**src/rtl/ntru_pkg.sv**
```systemverilog
// Shared NTRU-HRSS parameters and the Rq0 unpack sequencer state type.
package ntru_pkg;

  localparam int unsigned N_DEF    = 701;
  localparam int unsigned LOGQ_DEF = 13;

  function automatic int unsigned nbytes(input int unsigned n, input int unsigned logq);
    return ((n - 1) * logq + 7) / 8;
  endfunction

  localparam int unsigned NBYTES_DEF = nbytes(N_DEF, LOGQ_DEF);

  typedef enum logic [1:0] {
    ST_IDLE,
    ST_UNPACK,
    ST_FINAL,
    ST_DONE
  } rq0_state_e;

endpackage

```
**src/rtl/rq0_sum_acc.sv**
```systemverilog
// Running mod-2^LOGQ coefficient sum; exposes its two's-complement negation.
module rq0_sum_acc
  import ntru_pkg::*;
#(
  parameter int unsigned LOGQ = LOGQ_DEF
)(
  input  logic            clk,
  input  logic            rst,
  input  logic            i_clr,
  input  logic            i_en,
  input  logic [LOGQ-1:0] i_coef,
  output logic [LOGQ-1:0] o_neg
);

  logic [LOGQ-1:0] r_sum;

  always_ff @(posedge clk or negedge rst) begin
    if (!rst) begin
      r_sum <= '0;
    end else if (i_clr) begin
      r_sum <= '0;
    end else if (i_en) begin
      r_sum <= r_sum + i_coef;
    end
  end

  assign o_neg = ~r_sum + LOGQ'(1);

endmodule

```
**src/rtl/unpack_rq0_ctrl.sv**
```systemverilog
// Rq0 unpacker: byte stream of packed LSB-first coefficients in, N coefficients out,
// with the last one synthesised as the negated sum of the others.
module unpack_rq0_ctrl
  import ntru_pkg::*;
#(
  parameter  int unsigned N      = N_DEF,
  parameter  int unsigned LOGQ   = LOGQ_DEF,
  localparam int unsigned NBYTES = nbytes(N, LOGQ),
  localparam int unsigned IDXW   = $clog2(N)
)(
  input  logic            clk,
  input  logic            rst,
  input  logic            start,
  output logic            busy,
  input  logic [7:0]      in_data,
  input  logic            in_valid,
  output logic            in_ready,
  output logic [LOGQ-1:0] out_coef,
  output logic [IDXW-1:0] out_idx,
  output logic            out_valid,
  input  logic            out_ready,
  output logic            out_last,
  output logic            done,
  output logic            pad_err
);

  localparam int unsigned BUFW = LOGQ + 7;
  localparam int unsigned BCW  = $clog2(BUFW + 1);
  localparam int unsigned BYW  = $clog2(NBYTES + 1);

  localparam logic [BCW-1:0]  BC_Q      = BCW'(LOGQ);
  localparam logic [BYW-1:0]  BY_MAX    = BYW'(NBYTES);
  localparam logic [IDXW-1:0] IDX_LASTD = IDXW'(N - 2);
  localparam logic [IDXW-1:0] IDX_FINAL = IDXW'(N - 1);

  rq0_state_e       r_state;
  rq0_state_e       w_next;
  logic [BUFW-1:0]  r_buf;
  logic [BCW-1:0]   r_bc;
  logic [BYW-1:0]   r_bytes;
  logic [IDXW-1:0]  r_idx;
  logic             r_pad_err;

  logic             w_clr;
  logic             w_in_fire;
  logic             w_out_fire;
  logic [LOGQ-1:0]  w_neg;

  assign w_in_fire  = (r_state == ST_UNPACK) && (r_bc < BC_Q) && (r_bytes < BY_MAX) && in_valid;
  assign w_out_fire = (r_state == ST_UNPACK) && (r_bc >= BC_Q) && out_ready;
  assign pad_err    = r_pad_err;

  rq0_sum_acc #(
    .LOGQ (LOGQ)
  ) u_sum (
    .clk    (clk),
    .rst    (rst),
    .i_clr  (w_clr),
    .i_en   (w_out_fire),
    .i_coef (r_buf[LOGQ-1:0]),
    .o_neg  (w_neg)
  );

  always_ff @(posedge clk or negedge rst) begin
    if (!rst) begin
      r_state <= ST_IDLE;
    end else begin
      r_state <= w_next;
    end
  end

  always_comb begin
    w_next    = r_state;
    w_clr     = 1'b0;
    busy      = 1'b0;
    in_ready  = 1'b0;
    out_valid = 1'b0;
    out_last  = 1'b0;
    out_coef  = '0;
    out_idx   = '0;
    done      = 1'b0;
    case (r_state)
      ST_IDLE: begin
        if (start) begin
          w_next = ST_UNPACK;
          w_clr  = 1'b1;
        end
      end
      ST_UNPACK: begin
        busy      = 1'b1;
        in_ready  = (r_bc < BC_Q) && (r_bytes < BY_MAX);
        out_valid = (r_bc >= BC_Q);
        out_coef  = r_buf[LOGQ-1:0];
        out_idx   = r_idx;
        if (w_out_fire && (r_idx == IDX_LASTD)) begin
          w_next = ST_FINAL;
        end
      end
      ST_FINAL: begin
        busy      = 1'b1;
        out_valid = 1'b1;
        out_last  = 1'b1;
        out_coef  = w_neg;
        out_idx   = IDX_FINAL;
        if (out_ready) begin
          w_next = ST_DONE;
        end
      end
      ST_DONE: begin
        busy   = 1'b1;
        done   = 1'b1;
        w_next = ST_IDLE;
      end
      default: w_next = ST_IDLE;
    endcase
  end

  // Bits above r_bc are always zero, so the padding check is a plain OR of the leftovers.
  always_ff @(posedge clk or negedge rst) begin
    if (!rst) begin
      r_buf     <= '0;
      r_bc      <= '0;
      r_bytes   <= '0;
      r_idx     <= '0;
      r_pad_err <= 1'b0;
    end else if (w_clr) begin
      r_buf     <= '0;
      r_bc      <= '0;
      r_bytes   <= '0;
      r_idx     <= '0;
      r_pad_err <= 1'b0;
    end else if (w_in_fire) begin
      r_buf   <= r_buf | (BUFW'(in_data) << r_bc);
      r_bc    <= r_bc + BCW'(8);
      r_bytes <= r_bytes + 1'b1;
    end else if (w_out_fire) begin
      r_idx <= r_idx + 1'b1;
      if (r_idx == IDX_LASTD) begin
        r_buf <= '0;
        r_bc  <= '0;
        if (|r_buf[BUFW-1:LOGQ]) begin
          r_pad_err <= 1'b1;
        end
      end else begin
        r_buf <= r_buf >> LOGQ;
        r_bc  <= r_bc - BC_Q;
      end
    end
  end

endmodule

```
**config.mk**
```make
export PLATFORM = sky130hd
export DESIGN_NAME = unpack_rq0_ctrl
export DESIGN_NICKNAME = d
export VERILOG_FILES = /design/src/rtl/ntru_pkg.sv /design/src/rtl/rq0_sum_acc.sv /design/src/rtl/unpack_rq0_ctrl.sv
export SDC_FILE = /design/constraint.sdc
export NUM_CORES = 1
export LEC_CHECK = 0
export CAP_MARGIN = 20
export CORE_ASPECT_RATIO = 1.4
export CORE_UTILIZATION = 60
export DETAILED_ROUTE_END_ITERATION = 12
export HOLD_SLACK_MARGIN = 0.12
export PLACE_DENSITY = 0.94
export SYNTH_ARGS = -nofsm -noshare
export SYNTH_HDL_FRONTEND = slang
export SYNTH_HIERARCHICAL = 1
export SYNTH_SLANG_ARGS = --single-unit
```
**constraint.sdc**
```tcl
create_clock -name clk -period 4.3 [get_ports clk]
set_input_delay 0.86 -clock clk [delete_from_list [all_inputs] [get_ports clk]]
set_output_delay 0.86 -clock clk [all_outputs]
set_load 0.02 [all_outputs]
```
==> results of run 1 <==
how the worst max path moves through the flow:
stage,startpoint,to
after floorplan,start,u_sum/r_sum[10]
after global placement,r_state[1],out_valid
after detailed placement,r_state[1],out_valid
after CTS,r_state[1],out_valid
after global routing,r_state[1],out_valid
final,r_state[1],out_valid
flip-flops by register name, summed over array words and instances, names as in the netlist:
name,count
r_bytes,11
pad_err,1
u_sum/r_sum,13
r_buf,20
r_state,2
r_bc,5
r_idx,10
cells by family after synthesis:
family          Yosys count
flops                    62
simple gates            189
fa+ha+maj                24
compound gates          135
buf+inv                  44
xor+xnor                 25
mux                      24
metal layers:
metal / track usage, % / vias to the layer above
met5: 0 / -
met4: 16.1 / 0
met3: 8.10 / 69
met2: 54.3 / 209
met1: 40.0 / 2034
li1: - / 1942
Yosys cell counts, drive strengths merged (6+ instances only):
library cell | n | area, um^2
or3 | 7 | 48.8
a21oi | 32 | 171
o211ai | 10 | 85.1
nand2 | 36 | 135
buf | 8 | 42.5
clkbuf | 18 | 67.6
a21o | 12 | 91.3
xnor2 | 19 | 166
ha | 23 | 288
a22o | 23 | 201
dfrtp | 62 | 1550
nand3 | 26 | 130
nor2 | 41 | 154
and3 | 8 | 50.1
nand4 | 12 | 75.1
mux2i | 17 | 170
nor3 | 14 | 75.1
o21ai | 21 | 109
xor2 | 6 | 52.6
nand2b | 9 | 56.3
inv | 16 | 60.1
layout make-up:
| type | instances | area share, % |
|---|---|---|
| inverters | 18 | 1.30 |
| repair buffers | 46 | 8.50 |
| clock buffers | 10 | 2.45 |
| flip-flops and latches | 62 | 29.8 |
| clock inverters | 6 | 2.11 |
| well taps | 97 | 2.33 |
| multi-input cells | 397 | 53.6 |
per-stage QoR:
step / std cells / total power [uW]
finish: 636 / 3670
global route: 636 / 3890
CTS: 636 / 3630
detailed placement: 620 / 2970
global placement: 620 / 2880
floorplan: 503 / 2450
critical path, stage by stage (launching register included):
cell,delay [ps]
dfrtp_1,420
inv_1,120
ha_1,370
and2_1,690
o31ai_1,170
nand2b_1,110
clkdlybuf4s50_1,600
report_power, final:
group / switching [uW] / internal [uW] / total, uW
sequential: 349 / 783 / 1130
combinational: 1050 / 865 / 1910
clock: 248 / 384 / 631
total: 1640 / 2030 / 3670
==> metrics.cfg, run 1 <==
[timing]
timing.final.hold_violations = 0
relSlewSlack_pct = 40.0
timing.final.setup_violations = 0
timing.clock.skew_ps = 9.10
tightestPinTransition_ps = 899
hold_ws_ps = 508
timing.final.crit_share_pct = 86.0
slew_viol_final = 0
grt_setup_unrepaired = false
max_freq_ghz = 0.270
worst_setup_slack_final_ps = 600
min_clock_period_post_route_ps = 3700
tns_ps = 0

[synth]
postSynthRegisterBits = 62
post_synth_num_cell_types = 68
synthesis.area_mm2 = 0.00452
synthFlopType = dfrtp_1
synth_xor_xnor_area_share_pct = 4.84
synth_nets = 540
netlist_instances = 503
number_of_enable_flip_flop_cells_after_synthesis = 0
synth.area.mux_share_pct = 6.25
synth-adder-area-share_pct = 6.81
ys_async_sr_fraction_pct = 100
synth_sequential_area_ratio_pct = 34.3
main_combinational_cell_family_by_area_after_synthesis = compound AO/OA/AOI/OAI gates
synth-warning-count = 6
yosys.area_share.simple_pct = 21.9
synthesis.area_per_instance_um2 = 8.99
synth-compound-area-share_pct = 22.0

[place]
portBuffers = 41
placement.setup.worst_slack_ps = 1010
placed_instance_area_mm2 = 0.00498
place.gp.congestion = 1.03
dp_hpwl_um = 8350

[drt]
vias = 4254
detailed_routing_wirelength_on_met1_um = 4650
post_drt_wl_per_cell_um = 18.9
route.detailed.drc = 0
remaining_number_of_nets_flagged_by_the_antenna_check_after_routing = 0
drtPass1Iterations = 5
overall_routed_net_length_um = 12000
detailedRoute.firstIterationViolations = 387
highest-signal-layer = met4
met2RoutedLength_um = 6130
met3RoutedLength_um = 746
route.detailed.vias_per_inst = 6.69

[clock_tree]
clock_tree.buffer_depth = 2
number_of_levels_the_h_tree_was_split_into = 3
skew_pair_late_insertion_delay_ps = 360
cts_buffers = 9
cts_tree = built
clock-root-buffer = clkbuf_8
clock_sink_count = 62
cts-hold-fix-buffers = 0
cts_resized = 0
worst_setup_hold_path_clk_slew_ps = 70
cts_post_setup_buffers_inserted = 0

[worst_setup_path]
r2r-end = u_sum/r_sum[10]
timing.critical_path.from_type = register
worst-endpoint-required_ps = 3440
worst_r2r_startpoint = r_bc[1]
r2r_setup_slack_ps = 1150
timing.critical_path.arrival_ps = 2840
criticalPathCategory = reg2out
setup.worst_path.end_class = primary output
reg2reg_depth = 9
worst-path-max-fanout = 20

[global_routing]
grt_first_pass_wirelength_um = 20000
grt_use_total_pct = 33.3
largest_net_degree_at_the_start_of_global_routing = 39
grt_overflow_total = 0
number_of_antenna_violations_at_the_first_check_in_global_routing = 0
grt_pass1_vias = 4191

[final_layout]
layout_commonest_cell = dfrtp_1
finish.instance_area_mm2 = 0.00521
nFillCells = 562
antennaDiodeCount = 0
final_net_count = 571
final-seq-area_mm2 = 0.00155
drive_above_1_share_pct = 7.79
multiInputGateArea_mm2 = 0.00279
mostFrequentLayoutCells = dfrtp_1, nor2_1, clkdlybuf4s50_1
areaGrowthSynthToFinish_pct = 15.3
utilization_pct = 71.3

[flow_run]
cap_viol_max_count = 0

[pwr]
worst_ir_drop_vdd_v = 0.000398
pwr_density_cell_mw_per_mm2 = 705
p_leak_uw = 0.00226

[die]
die_area_mm2 = 0.00789
die_h_um = 105
coreArea_mm2 = 0.00731
starting_utilization_of_the_core_area_pct = 61.8
top_level_ports = 42
rows = 37
die_width_um = 75.4

[min_path]
hp_class = in2async

[status]
status = completed

Note: power is estimated with default switching activity, not from simulation.
==> inputs of run 2 (changes only) <==
--- a/config.mk
+++ b/config.mk
@@ -7,6 +7,7 @@
 export LEC_CHECK = 0
 export CAP_MARGIN = 20
 export CORE_ASPECT_RATIO = 1.4
+export CORE_MARGIN = 3
 export CORE_UTILIZATION = 60
 export DETAILED_ROUTE_END_ITERATION = 12
 export HOLD_SLACK_MARGIN = 0.12
==> constraint.sdc (replaced) <==
create_clock -name clk -period 4.3 [get_ports clk]
set_input_delay 0.86 -clock clk [delete_from_list [all_inputs] [get_ports clk]]
set_output_delay 0.86 -clock clk [all_outputs]
set_load 0.005 [all_outputs]
==> run 2 against run 1 <==
  * Clock skew is 2.7 ps lower
  * Worst setup slack gained 67 ps
  * Critical path depth unchanged
  * Routed wire length shrank 1.5%
  * Sequential cell count unchanged
  * Combinational power fell by 5%
  * Final area down 0.41%
  * Sequential power about the same
  * Core utilization is 1.2 points higher
  * Clock power is 12% lower
  * Critical path type unchanged
  * Largest power group unchanged
==> metrics.cfg, run 2 (same netlist as run 1, synthesis figures left out) <==
[status]
status = completed

[timing]
worst_setup_slack_final_ps = 667
timing.clock.skew_ps = 6.45
slew_viol_final = 0
max_freq_ghz = 0.275
tns_ps = 0
relSlewSlack_pct = 38.3
timing.final.hold_violations = 0
timing.final.setup_violations = 0
hold_ws_ps = 537
tightestPinTransition_ps = 925
min_clock_period_post_route_ps = 3630
grt_setup_unrepaired = false
timing.final.crit_share_pct = 84.5

[die]
die_width_um = 79.4
top_level_ports = 42
die_h_um = 109
starting_utilization_of_the_core_area_pct = 63.1
die_area_mm2 = 0.00863
rows = 36
coreArea_mm2 = 0.00716

[global_routing]
grt_use_total_pct = 28.7
number_of_antenna_violations_at_the_first_check_in_global_routing = 0
largest_net_degree_at_the_start_of_global_routing = 38
grt_pass1_vias = 4123
grt_first_pass_wirelength_um = 19400
grt_overflow_total = 0

[final_layout]
areaGrowthSynthToFinish_pct = 14.8
max_flop_register = r_buf
layout_commonest_cell = dfrtp_1
biggestRegsByFlops = r_buf x20, u_sum/r_sum x13, r_bytes x11
nFillCells = 496
utilization_pct = 72.5
multiInputGateArea_mm2 = 0.00279
antennaDiodeCount = 0
drive_above_1_share_pct = 7.78
final-seq-area_mm2 = 0.00155
mostFrequentLayoutCells = dfrtp_1, nor2_1, clkdlybuf4s50_1
largest_register_ff_count = 20
final_net_count = 573

[drt]
post_drt_wl_per_cell_um = 18.7
route.detailed.vias_per_inst = 6.74
remaining_number_of_nets_flagged_by_the_antenna_check_after_routing = 0
route.detailed.drc = 0
vias = 4280
detailedRoute.firstIterationViolations = 452
overall_routed_net_length_um = 11900
drtPass1Iterations = 5

[worst_setup_path]
setup.worst_path.end_class = primary output
timing.critical_path.from_type = register
path_delay_family = simple AND/OR/NAND/NOR gates
crit_chain = inv_1 -> ha_1 -> and2_1 -> o31ai_1 -> nand2b_1 -> clkdlybuf4s50_1
max_stage_delay_ps = 710
criticalPathCategory = reg2out
worst-path-max-fanout = 20
buffering_stage_count_on_the_worst_path_with_inverters_included = 2
worst_path_max_delay_cell = and2_1
timing.critical_path.arrival_ps = 2770
worst-endpoint-required_ps = 3440

[place]
dp_hpwl_um = 8560
portBuffers = 41
place.gp.congestion = 0.911
placement.setup.worst_slack_ps = 1100

[clock_tree]
worst_setup_hold_path_clk_slew_ps = 70
clock_tree.buffer_depth = 2
skew_pair_late_insertion_delay_ps = 350
cts-hold-fix-buffers = 0
cts_tree = built
clock-root-buffer = clkbuf_8
clock_sink_count = 62
number_of_levels_the_h_tree_was_split_into = 3
cts_buffers = 9
cts_resized = 0
cts_post_setup_buffers_inserted = 0

[pwr]
fin_total_pwr_uw = 3490
switching_power_total_uw = 1520
p_leak_uw = 0.00226
power.switching_fraction_pct = 43.6
pwr_density_cell_mw_per_mm2 = 672
logic_gate_share_of_total_power_pct = 51.8
power.share.sequential_pct = 32.4
internal-power_uw = 1970
worst_ir_drop_vdd_v = 0.000471
pwr-share-clk_pct = 15.9

[flow_run]
cap_viol_max_count = 0

[min_path]
hp_class = reg2reg

==> run 2: cell type report <==
| cell class | count | share of cell area [%] |
|---|---|---|
| inverters | 18 | 1.30 |
| repair buffers | 48 | 8.82 |
| well taps | 95 | 2.29 |
| multi-input cells | 397 | 53.8 |
| flip-flops and latches | 62 | 29.9 |
| clock inverters | 4 | 1.40 |
| clock buffers | 11 | 2.53 |
==> run 2: per-stage QoR <==
step                instances  area (um^2)
floorplan                 503         4520
CTS                       635         5190
finish                    635         5190
detailed placement        620         4990
global placement          620         4990
global route              635         5190
==> run 2: power groups by stage <==
stage          Sequential (uW)  Clock, uW  Combinational [uW]
2_1_floorplan              960          0                1400
3_3_place_gp              1100          0                1660
3_5_place_dp              1120          0                1760
4_1_cts                   1110        555                1780
5_1_grt                   1150        585                1970
6_report                  1130        553                1810
==> run 2: path summary, 6_finish.rpt <==
kind,from,to,slack [ps],cells past startpoint
max,r_state[1],out_valid,670,6
min,r_buf[15],r_buf[15],540,1
min in group asynchronous,rst,r_bytes[7],620,1
max reg2reg,r_bc[1],r_bc[4],1130,8
min reg2reg,r_buf[15],r_buf[15],540,1
max in group asynchronous,rst,r_buf[0],2800,2
==> run 2: per-layer routing <==
| layer | vias to the layer above | part of all wire [%] | global-route usage (%) |
|---|---|---|---|
| met1 | 2055 | 38 | 33.2 |
| met3 | 45 | 6.2 | 4.38 |
| met4 | 0 | 3.5 | 15.5 |
| met2 | 240 | 52 | 50.7 |
| met5 | - | 0 | 0 |
| li1 | 1940 | - | - |
